$ cat config.mk
export PLATFORM = sky130hd
export DESIGN_NAME = motor_link_host
export DESIGN_NICKNAME = d
export VERILOG_FILES = /design/src/rtl/motor_link_host.sv
export SDC_FILE = /design/constraint.sdc
export NUM_CORES = 1
export LEC_CHECK = 0
export BUFFER_PORTS_ARGS = -buffer_cell sky130_fd_sc_hd__buf_2
export CELL_PAD_IN_SITES_DETAIL_PLACEMENT = 0
export CELL_PAD_IN_SITES_GLOBAL_PLACEMENT = 2
export CORE_UTILIZATION = 30
export DETAILED_ROUTE_END_ITERATION = 6
export MAX_ROUTING_LAYER = met4
export PLACE_DENSITY = 0.87
export SLEW_MARGIN = 40
export SYNTH_ARGS = -nofsm -noshare
export SYNTH_HDL_FRONTEND = slang
export SYNTH_SLANG_ARGS = --single-unit
$ cat constraint.sdc
create_clock -name CLOCK_25 -period 2 [get_ports CLOCK_25]
set_input_delay 0 -clock CLOCK_25 [delete_from_list [all_inputs] [get_ports CLOCK_25]]
set_output_delay 0 -clock CLOCK_25 [all_outputs]
set_load 0.02 [all_outputs]
$ cat src/rtl/motor_link_host.sv
// motor_link_host: host-side initiator for the motor controller serial link.
// Frames 5-byte motion commands and 1-byte status polls onto a byte
// transmitter, then collects and validates the 4-byte status reply.
module motor_link_host #(
   parameter int unsigned GAP_CYCLES   = 4095,
   parameter int unsigned RESP_TIMEOUT = 262143
) (
   input  logic        CLOCK_25,
   input  logic        reset_n,
   input  logic        cmd_valid,
   output logic        cmd_ready,
   input  logic [3:0]  cmd_motor,
   input  logic [15:0] cmd_divider,
   input  logic [10:0] cmd_steps,
   input  logic        cmd_dir,
   output logic        cmd_reject,
   input  logic        poll_req,
   output logic        status_valid,
   output logic        status_timeout,
   output logic [9:0]  pending,
   output logic [9:0]  term_active,
   output logic [7:0]  tx_data,
   output logic        tx_start,
   input  logic        tx_busy,
   input  logic [7:0]  rx_data,
   input  logic        rx_ready
);

   // One counter serves both the inter-byte gap and the reply timeout.
   localparam int unsigned     CW           = $clog2(RESP_TIMEOUT + 1);
   localparam logic [CW-1:0]   GAP_LOAD     = CW'(GAP_CYCLES);
   localparam logic [CW-1:0]   TIMEOUT_LOAD = CW'(RESP_TIMEOUT);
   localparam logic [7:0]      POLL_BYTE    = 8'h0F;

   typedef enum logic [2:0] {
      IDLE,
      TX_BYTE,
      TX_WAIT,
      TX_GAP,
      RX_WAIT
   } stateType;

   stateType        state;
   stateType        stateNext;
   logic [CW-1:0]   cnt;
   logic [31:0]     frameRest;
   logic [2:0]      bytesLeft;
   logic            isPoll;
   logic            skipBusy;
   logic            rxPrev;
   logic            rxRise;
   logic            replyMatch;
   logic            resyncByte;
   logic [1:0]      rxIdx;
   logic [14:0]     shadow;

   // Next-state and combinational outputs; tx_start is a Moore-style launch
   // from TX_BYTE so the byte leaves exactly GAP_CYCLES+1 cycles after busy drops.
   always_comb begin
      stateNext  = state;
      cmd_ready  = 1'b0;
      tx_start   = 1'b0;
      rxRise     = rx_ready && !rxPrev;
      replyMatch = rxRise && (rx_data[7:6] == rxIdx) && !rx_data[5];
      resyncByte = rxRise && !replyMatch && (rx_data[7:6] == 2'd0) && !rx_data[5];
      case (state)
         IDLE: begin
            cmd_ready = 1'b1;
            if (cmd_valid) begin
               if (cmd_motor <= 4'd9) begin
                  stateNext = TX_BYTE;
               end
            end else if (poll_req) begin
               stateNext = TX_BYTE;
            end
         end
         TX_BYTE: begin
            if (!tx_busy) begin
               tx_start  = reset_n;
               stateNext = TX_WAIT;
            end
         end
         TX_WAIT: begin
            if (!skipBusy && !tx_busy) begin
               stateNext = TX_GAP;
            end
         end
         TX_GAP: begin
            if (cnt == '0) begin
               if (bytesLeft != 3'd0) begin
                  stateNext = TX_BYTE;
               end else if (isPoll) begin
                  stateNext = RX_WAIT;
               end else begin
                  stateNext = IDLE;
               end
            end
         end
         RX_WAIT: begin
            if (replyMatch) begin
               if (rxIdx == 2'd3) begin
                  stateNext = IDLE;
               end
            end else if (cnt == '0) begin
               stateNext = IDLE;
            end
         end
         default: stateNext = IDLE;
      endcase
   end

   // State register with synchronous active-low reset.
   always_ff @(posedge CLOCK_25) begin
      if (!reset_n) begin
         state <= IDLE;
      end else begin
         state <= stateNext;
      end
   end

   // Frame loading, gap/timeout counting, reply assembly and status pulses.
   always_ff @(posedge CLOCK_25) begin
      if (!reset_n) begin
         cmd_reject     <= 1'b0;
         status_valid   <= 1'b0;
         status_timeout <= 1'b0;
         tx_data        <= '0;
         pending        <= '0;
         term_active    <= '0;
         cnt            <= '0;
         frameRest      <= '0;
         bytesLeft      <= '0;
         isPoll         <= 1'b0;
         skipBusy       <= 1'b0;
         rxPrev         <= 1'b0;
         rxIdx          <= '0;
         shadow         <= '0;
      end else begin
         cmd_reject     <= 1'b0;
         status_valid   <= 1'b0;
         status_timeout <= 1'b0;
         rxPrev         <= rx_ready;
         case (state)
            IDLE: begin
               if (cmd_valid) begin
                  if (cmd_motor > 4'd9) begin
                     cmd_reject <= 1'b1;
                  end else begin
                     tx_data   <= {4'h0, cmd_motor};
                     frameRest <= {cmd_dir, cmd_steps, cmd_divider, 4'h0};
                     bytesLeft <= 3'd4;
                     isPoll    <= 1'b0;
                  end
               end else if (poll_req) begin
                  tx_data   <= POLL_BYTE;
                  frameRest <= '0;
                  bytesLeft <= 3'd0;
                  isPoll    <= 1'b1;
               end
            end
            TX_BYTE: begin
               if (!tx_busy) begin
                  skipBusy <= 1'b1;
               end
            end
            TX_WAIT: begin
               skipBusy <= 1'b0;
               if (!skipBusy && !tx_busy) begin
                  cnt <= GAP_LOAD;
               end
            end
            TX_GAP: begin
               if (cnt != '0) begin
                  cnt <= cnt - CW'(1);
               end else if (bytesLeft != 3'd0) begin
                  tx_data   <= frameRest[7:0];
                  frameRest <= {8'h00, frameRest[31:8]};
                  bytesLeft <= bytesLeft - 3'd1;
               end else if (isPoll) begin
                  cnt   <= TIMEOUT_LOAD;
                  rxIdx <= 2'd0;
               end
            end
            RX_WAIT: begin
               if (replyMatch) begin
                  cnt <= TIMEOUT_LOAD;
                  case (rxIdx)
                     2'd0: shadow[4:0]   <= rx_data[4:0];
                     2'd1: shadow[9:5]   <= rx_data[4:0];
                     2'd2: shadow[14:10] <= rx_data[4:0];
                     default: begin
                        // Last slot goes straight out so all four land on the same edge.
                        pending      <= shadow[9:0];
                        term_active  <= {rx_data[4:0], shadow[14:10]};
                        status_valid <= 1'b1;
                     end
                  endcase
                  rxIdx <= rxIdx + 2'd1;
               end else begin
                  if (resyncByte) begin
                     shadow[4:0] <= rx_data[4:0];
                     rxIdx       <= 2'd1;
                  end else if (rxRise) begin
                     rxIdx <= 2'd0;
                  end
                  if (cnt == '0) begin
                     status_timeout <= 1'b1;
                  end else begin
                     cnt <= cnt - CW'(1);
                  end
               end
            end
            default: begin
               cnt <= '0;
            end
         endcase
      end
   end

endmodule

### Word level (Yosys, flattened, before mapping)

Index checks and enable logic that the tools add are counted.

| word-level totals | value |
|---|---|
| bits in writable memories | 0 |
| flip-flop bits (word level) | 107 |
| input bits | 46 |
| bits in latches | 0 |
| bits in read-only memories | 0 |
| output and inout bits | 33 |
| memories | 0 |
| logic and storage cells | 148 |

| cells by class | value |
|---|---|
| shift-type cells | 0 |
| magnitude comparators | 2 |
| div/mod/pow operators | 0 |
| equal/unequal tests | 26 |
| add/sub/neg operators | 3 |
| multiply operators | 0 |
| reduce and logical (&&, ||, !) cells | 38 |
| multiplexer cells | 58 |
| bitwise gates (word level) | 4 |

Operator list:

| operator | number |
|---|---|
| $mux W32 | 5 |
| $mux W18 | 6 |
| $pmux W18 S4 | 1 |
| $pmux W32 S2 | 1 |
| $mux W3 | 16 |
| $mux W8 | 5 |
| $ne A3 B3 Y1 const B | 8 |
| $reduce_and A3 Y1 | 7 |
| $logic_not A18 Y1 | 1 |
| $reduce_bool A18 Y1 | 1 |
| $sub A18 B1 Y18 const B | 1 |
| $ne A2 B2 Y1 const B | 8 |
| $pmux W8 S2 | 1 |
| $mux W5 | 3 |
| $pmux W3 S5 | 1 |
| $reduce_and A5 Y1 | 3 |
| $mux W2 | 6 |
| $mux W1 | 10 |
| $reduce_bool A2 Y1 | 5 |
| $logic_and A1 B1 Y1 | 7 |
| $reduce_and A7 Y1 | 1 |
| $eq A3 B2 Y1 const B | 2 |
| $pmux W3 S2 | 1 |
| $reduce_or A3 Y1 | 2 |
| 20 further kinds | 29 |

### Longest topological paths before layout

| logic depth | value |
|---|---|
| depth after elaboration | 11 |
| gate-level depth with buffers | 10 |
| mapped depth without buffers | 7 |

### Worst setup path before layout

No wires, ideal clock.

| path | value |
|---|---|
| path kind | reg2reg |
| from | register cnt[0] |
| to | register cnt[0] |
| arrival time | 1919 ps |
| cell stages (with the launch flop) | 10 |
| buffers on the path | 2 |
| path slack | -37 ps |
| clock period less this slack | 2037 ps |
| path through | dfxtp_1 -> inv_1 -> ha_1 -> nor3b_1 -> and4_1 -> buf_2 -> o211a_1 -> buf_2 -> nor3_1 -> o221a_2 |

| between the ends | value |
|---|---|
| word-level cells in the longest chain between the ends | 4 |

Ends and longest elaborated chain:

| item | RTL line | text |
|---|---|---|
| start: declaration | 45 | `logic [CW-1:0] cnt;` |
| start signal: assignment | 174 | `cnt <= cnt - CW'(1);` |
| start signal: assignment | 209 | `cnt <= cnt - CW'(1);` |
| $sub A18 B1 Y18 | 174, 209 |  |
| $mux W18 | 206 | `if (cnt == '0) begin` |
| $mux W18 | 185 | `if (replyMatch) begin` |
| $pmux W18 S4 | 143 | `case (state)` |

Several ways; a longest one is shown, not always the timed one. The select of a mux whose other input is x is not followed.
A chain may end at the register's enable or synchronous reset.

### Worst setup path in the final report

| path | value |
|---|---|
| from | register cnt[12] |
| to | register frameRest[12] |

| between the ends | value |
|---|---|
| word-level cells in the longest chain between the ends | 3 |

Ends and longest elaborated chain:

| item | RTL line | text |
|---|---|---|
| $reduce_bool A18 Y1 | 173 | `if (cnt != '0) begin` |
| $ne A2 B2 Y1 (no source line) | n/a |  |
| $reduce_and A5 Y1 (no source line) | n/a |  |
| end signal: assignment | 150 | `frameRest <= {cmd_dir, cmd_steps, cmd_divider, 4'h0};` |
| end signal: assignment | 177 | `frameRest <= {8'h00, frameRest[31:8]};` |
| end: declaration | 46 | `logic [31:0] frameRest;` |

Every way passes these cells.

==> flow_metrics.py <==
metrics = {
    "grt": {
        "grt_pass1_wl_mm": 24.7,
        "antenna_found_initial": 0,
        "track_usage": 0.176,
        "grt_max_degree": 34,
        "grt_overflow": 0,
        "grt_pass1_vias": 4980,
    },
    "sta": {
        "tightest_slew_ps": 493,
        "hold_viol": 0,
        "skew_ps": 6.34,
        "relSlewSlack": 0.671,
        "rsz0062_at_grt": "yes",
        "setup_viol": 11,
        "post-route-min-period_ps": 2060,
        "slew_violations": 0,
        "post-route-period-util": 1.03,
        "fmax_mhz": 485,
        "finalWorstSetupSlack_ps": -61.6,
        "whs_ps": 52.9,
    },
    "die": {
        "num_rows": 47,
        "coreArea_mm2": 0.0168,
        "fp.dieH_um": 134,
        "die_w_um": 134,
        "die_area_mm2": 0.0180,
        "start_util": 0.312,
        "io_pins": 79,
    },
    "synthesis": {
        "syn_inst": 633,
        "async_reset_ff_frac": 0,
        "synthFlopType": "dfxtp_1",
        "syn-num-nets": 686,
        "synth_edf_count": 0,
        "ys_seq_area_frac": 0.409,
        "yosysTopAreaCell": "dfxtp_1",
        "yosys_warnings": 0,
        "synth_area_mm2": 0.00524,
        "syn_avg_cell_area_um2": 8.28,
        "synth_cell_types": 67,
        "synth_top_area_frac": 0.409,
        "ys_seq_elements": 107,
        "synthTopCellsByArea": "dfxtp_1 (41%), nand2_1 (7.8%), a21oi_1 (6.6%)",
    },
    "cts": {
        "clkSinkCount": 107,
        "cts_tree": "done",
        "cts_max_path_buffers": 2,
        "cts_buffers": 9,
        "path_clk_slew_ps": 70,
        "htree_levels": 3,
        "root_buffer": "clkbuf_16",
        "clock_latency_ps": 360,
    },
    "routing": {
        "vias": 5270,
        "wl_per_cell_um": 16.0,
        "vias_per_cell": 5.20,
        "drc_errors": 0,
        "wl_mm": 16.2,
        "detail_route.first_pass.iterations": 6,
        "detail_route.iter0.violations": 291,
        "detail-route-antenna-nets": 0,
    },
    "status": {
        "violations": "setup timing",
        "run_status": "complete, but fails checks",
    },
    "final_layout": {
        "final_cells": 1014,
        "stdcell_area_mm2": 0.00756,
        "nFillCells": 1697,
        "multi_input_area_mm2": 0.00318,
        "area_growth_pct": 44.2,
        "regArea_mm2": 0.00214,
        "drive_gt1_frac": 0.344,
        "antennaDiodeCount": 0,
        "fin_nets": 842,
    },
    "placed_design": {
        "post_dp_cell_area_mm2": 0.00626,
        "globalplace.congestion": 0.864,
        "port_buffers": 78,
        "place_hpwl_mm": 10.4,
        "place_inst": 944,
    },
    "run": {
        "maxCapViolations": 0,
    },
    "worst_setup_path": {
        "worstPathCellList": "or4_4 -> nor3_4 -> buf_6 -> a41o_4 -> buf_12 -> buf_12 -> nor2_1 -> a311oi_2",
        "start_kind": "flop",
        "cp_max_fo": 8,
        "end_kind": "flop",
        "crit_path_frequent_cell": "buf_12",
        "critical_path_buf_inv_count": 3,
        "path_class": "reg2reg",
        "worstPathArrival_ps": 2330,
        "rr_startpoint": "cnt[12]",
        "critPathLaunch": "cnt[12]",
        "cpMaxStageDelayCell": "or4_4",
        "cpLargestDelayFamily": "simple AND/OR/NAND/NOR gates",
        "required_ps": 2270,
        "cpPeakStageDelay_ps": 570,
    },
    "power": {
        "power_leakage_nw": 2.87,
        "powerDensity_mw_per_mm2": 1170,
        "ir_drop_mv": 0.483,
    },
    "worst_hold_path": {
        "min-delay-start": "cmd_motor[0]",
        "min_path_type": "in2reg",
    },
}
worst paths after layout:
kind,end,slack [ps],cells after the start
min reg2reg,term_active[2],450,2
max reg2reg,frameRest[12],-60,8
max,frameRest[12],-60,8
min,tx_data[0],50,4
power breakdown:
| group | switching (mW) | total [mW] | internal, mW |
|---|---|---|---|
| logic | 2.35 | 4.42 | 2.06 |
| clock network | 0.838 | 1.72 | 0.885 |
| registers | 0.280 | 2.70 | 2.42 |
Yosys cell counts (5+ instances only):
cell type and count:
a21oi_1 69, a311oi_1 11, a311oi_2 16, a31oi_1 9
and3_1 6, buf_2 9, clkbuf_1 35, dfxtp_1 107
ha_1 7, inv_1 11, mux2i_1 6, nand2_1 109
nand3_1 52, nand3b_1 7, nand4_1 10, nor2_1 43
nor3_1 11, o211ai_1 8, o21a_1 8, o21ai_0 9
o221a_2 6, o31ai_1 5
flip-flops by register name, indices dropped and copies added, names as in the netlist:
name,count
frameRest,32
cnt,18
shadow,15
pending,10
term_active,10
tx_data,8
bytesLeft,3
state,3
rxIdx,2
cmd_reject,1
isPoll,1
rxPrev,1
skipBusy,1
status_timeout,1
status_valid,1
cell families (layout without fill, tap and decap cells):
group / Yosys count / count (layout) / share of synthesized area
muxes: 6 / 6 / 0.0115
adders and majority gates: 7 / 7 / 0.0167
DFF: 107 / 107 / 0.409
AOI/OAI and AO/OA: 176 / 176 / 0.254
xor gates and xnor gates: 4 / 4 / 0.00668
buffers and inverters: 63 / 224 / 0.0544
and+or+nand+nor: 270 / 270 / 0.248
cell usage in the layout (no fill, tap or decap), types with 4 or more instances in the layout:
master	count
nand2_1	108
dfxtp_1	106
buf_2	78
a21oi_1	62
buf_4	55
nand3_1	43
dlygate4sd3_1	36
nor2_1	27
a311oi_2	21
clkbuf_16	15
nor2_4	13
buf_6	11
inv_1	10
nand4_1	10
buf_12	9
a21oi_2	8
nand3_2	8
o21a_1	8
o211ai_1	8
nor3_1	7
nand3b_1	7
and3_1	6
a311oi_1	6
a31oi_1	6
o221a_2	6
o21ai_0	6
mux2i_1	6
o31ai_1	5
ha_1	5
or3_1	4
nor4_1	4
o31a_1	4
routing by layer:
layer / vias to the layer above / global-route usage / wire length (um)
met2: 128 / 0.281 / 7850
li1: 2621 / - / -
met5: - / - / 0
met4: 0 / 0.0755 / 206
met1: 2501 / 0.225 / 7450
met3: 20 / 0.0204 / 693
stage by stage:
stage | utilization | setup WS, ps | TNS [ps] | power, mW
final | 0.449 | -61.6 | -335 | 8.84
after global routing | 0.449 | -136 | -3100 | 9.30
after CTS | 0.413 | 0.475 | 0 | 7.73
after detailed placement | 0.372 | -86.0 | -1660 | 5.89
after global placement | 0.372 | 4.61 | 0 | 5.84
after floorplan | - | 13.5 | 0 | 4.74
layout make-up:
class                      count  area share
clock inverter                 5     0.00480
timing repair buffer         196       0.216
tap                          220      0.0364
inverter                      12     0.00596
clock buffer                  11      0.0321
sequential                   107       0.284
multi-input combinational    463       0.421
timing repair:
item	CTS	global route
buffers inserted	1	8
gates cloned	0	9
hold buffers	36	0
gates resized for setup	7	88
setup endpoints to repair	41	72
pin swaps	1	49
hold endpoints to repair	50	0
worst register-to-register path, cell delays in order, from the launching register on:
cell and delay (ps):
dfxtp_2 320, or4_4 570, nor3_4 180, buf_6 130, a41o_4 210, buf_12 130, buf_12 140, nor2_1 60
a311oi_2 240
Note: power is estimated with default switching activity, not from simulation.
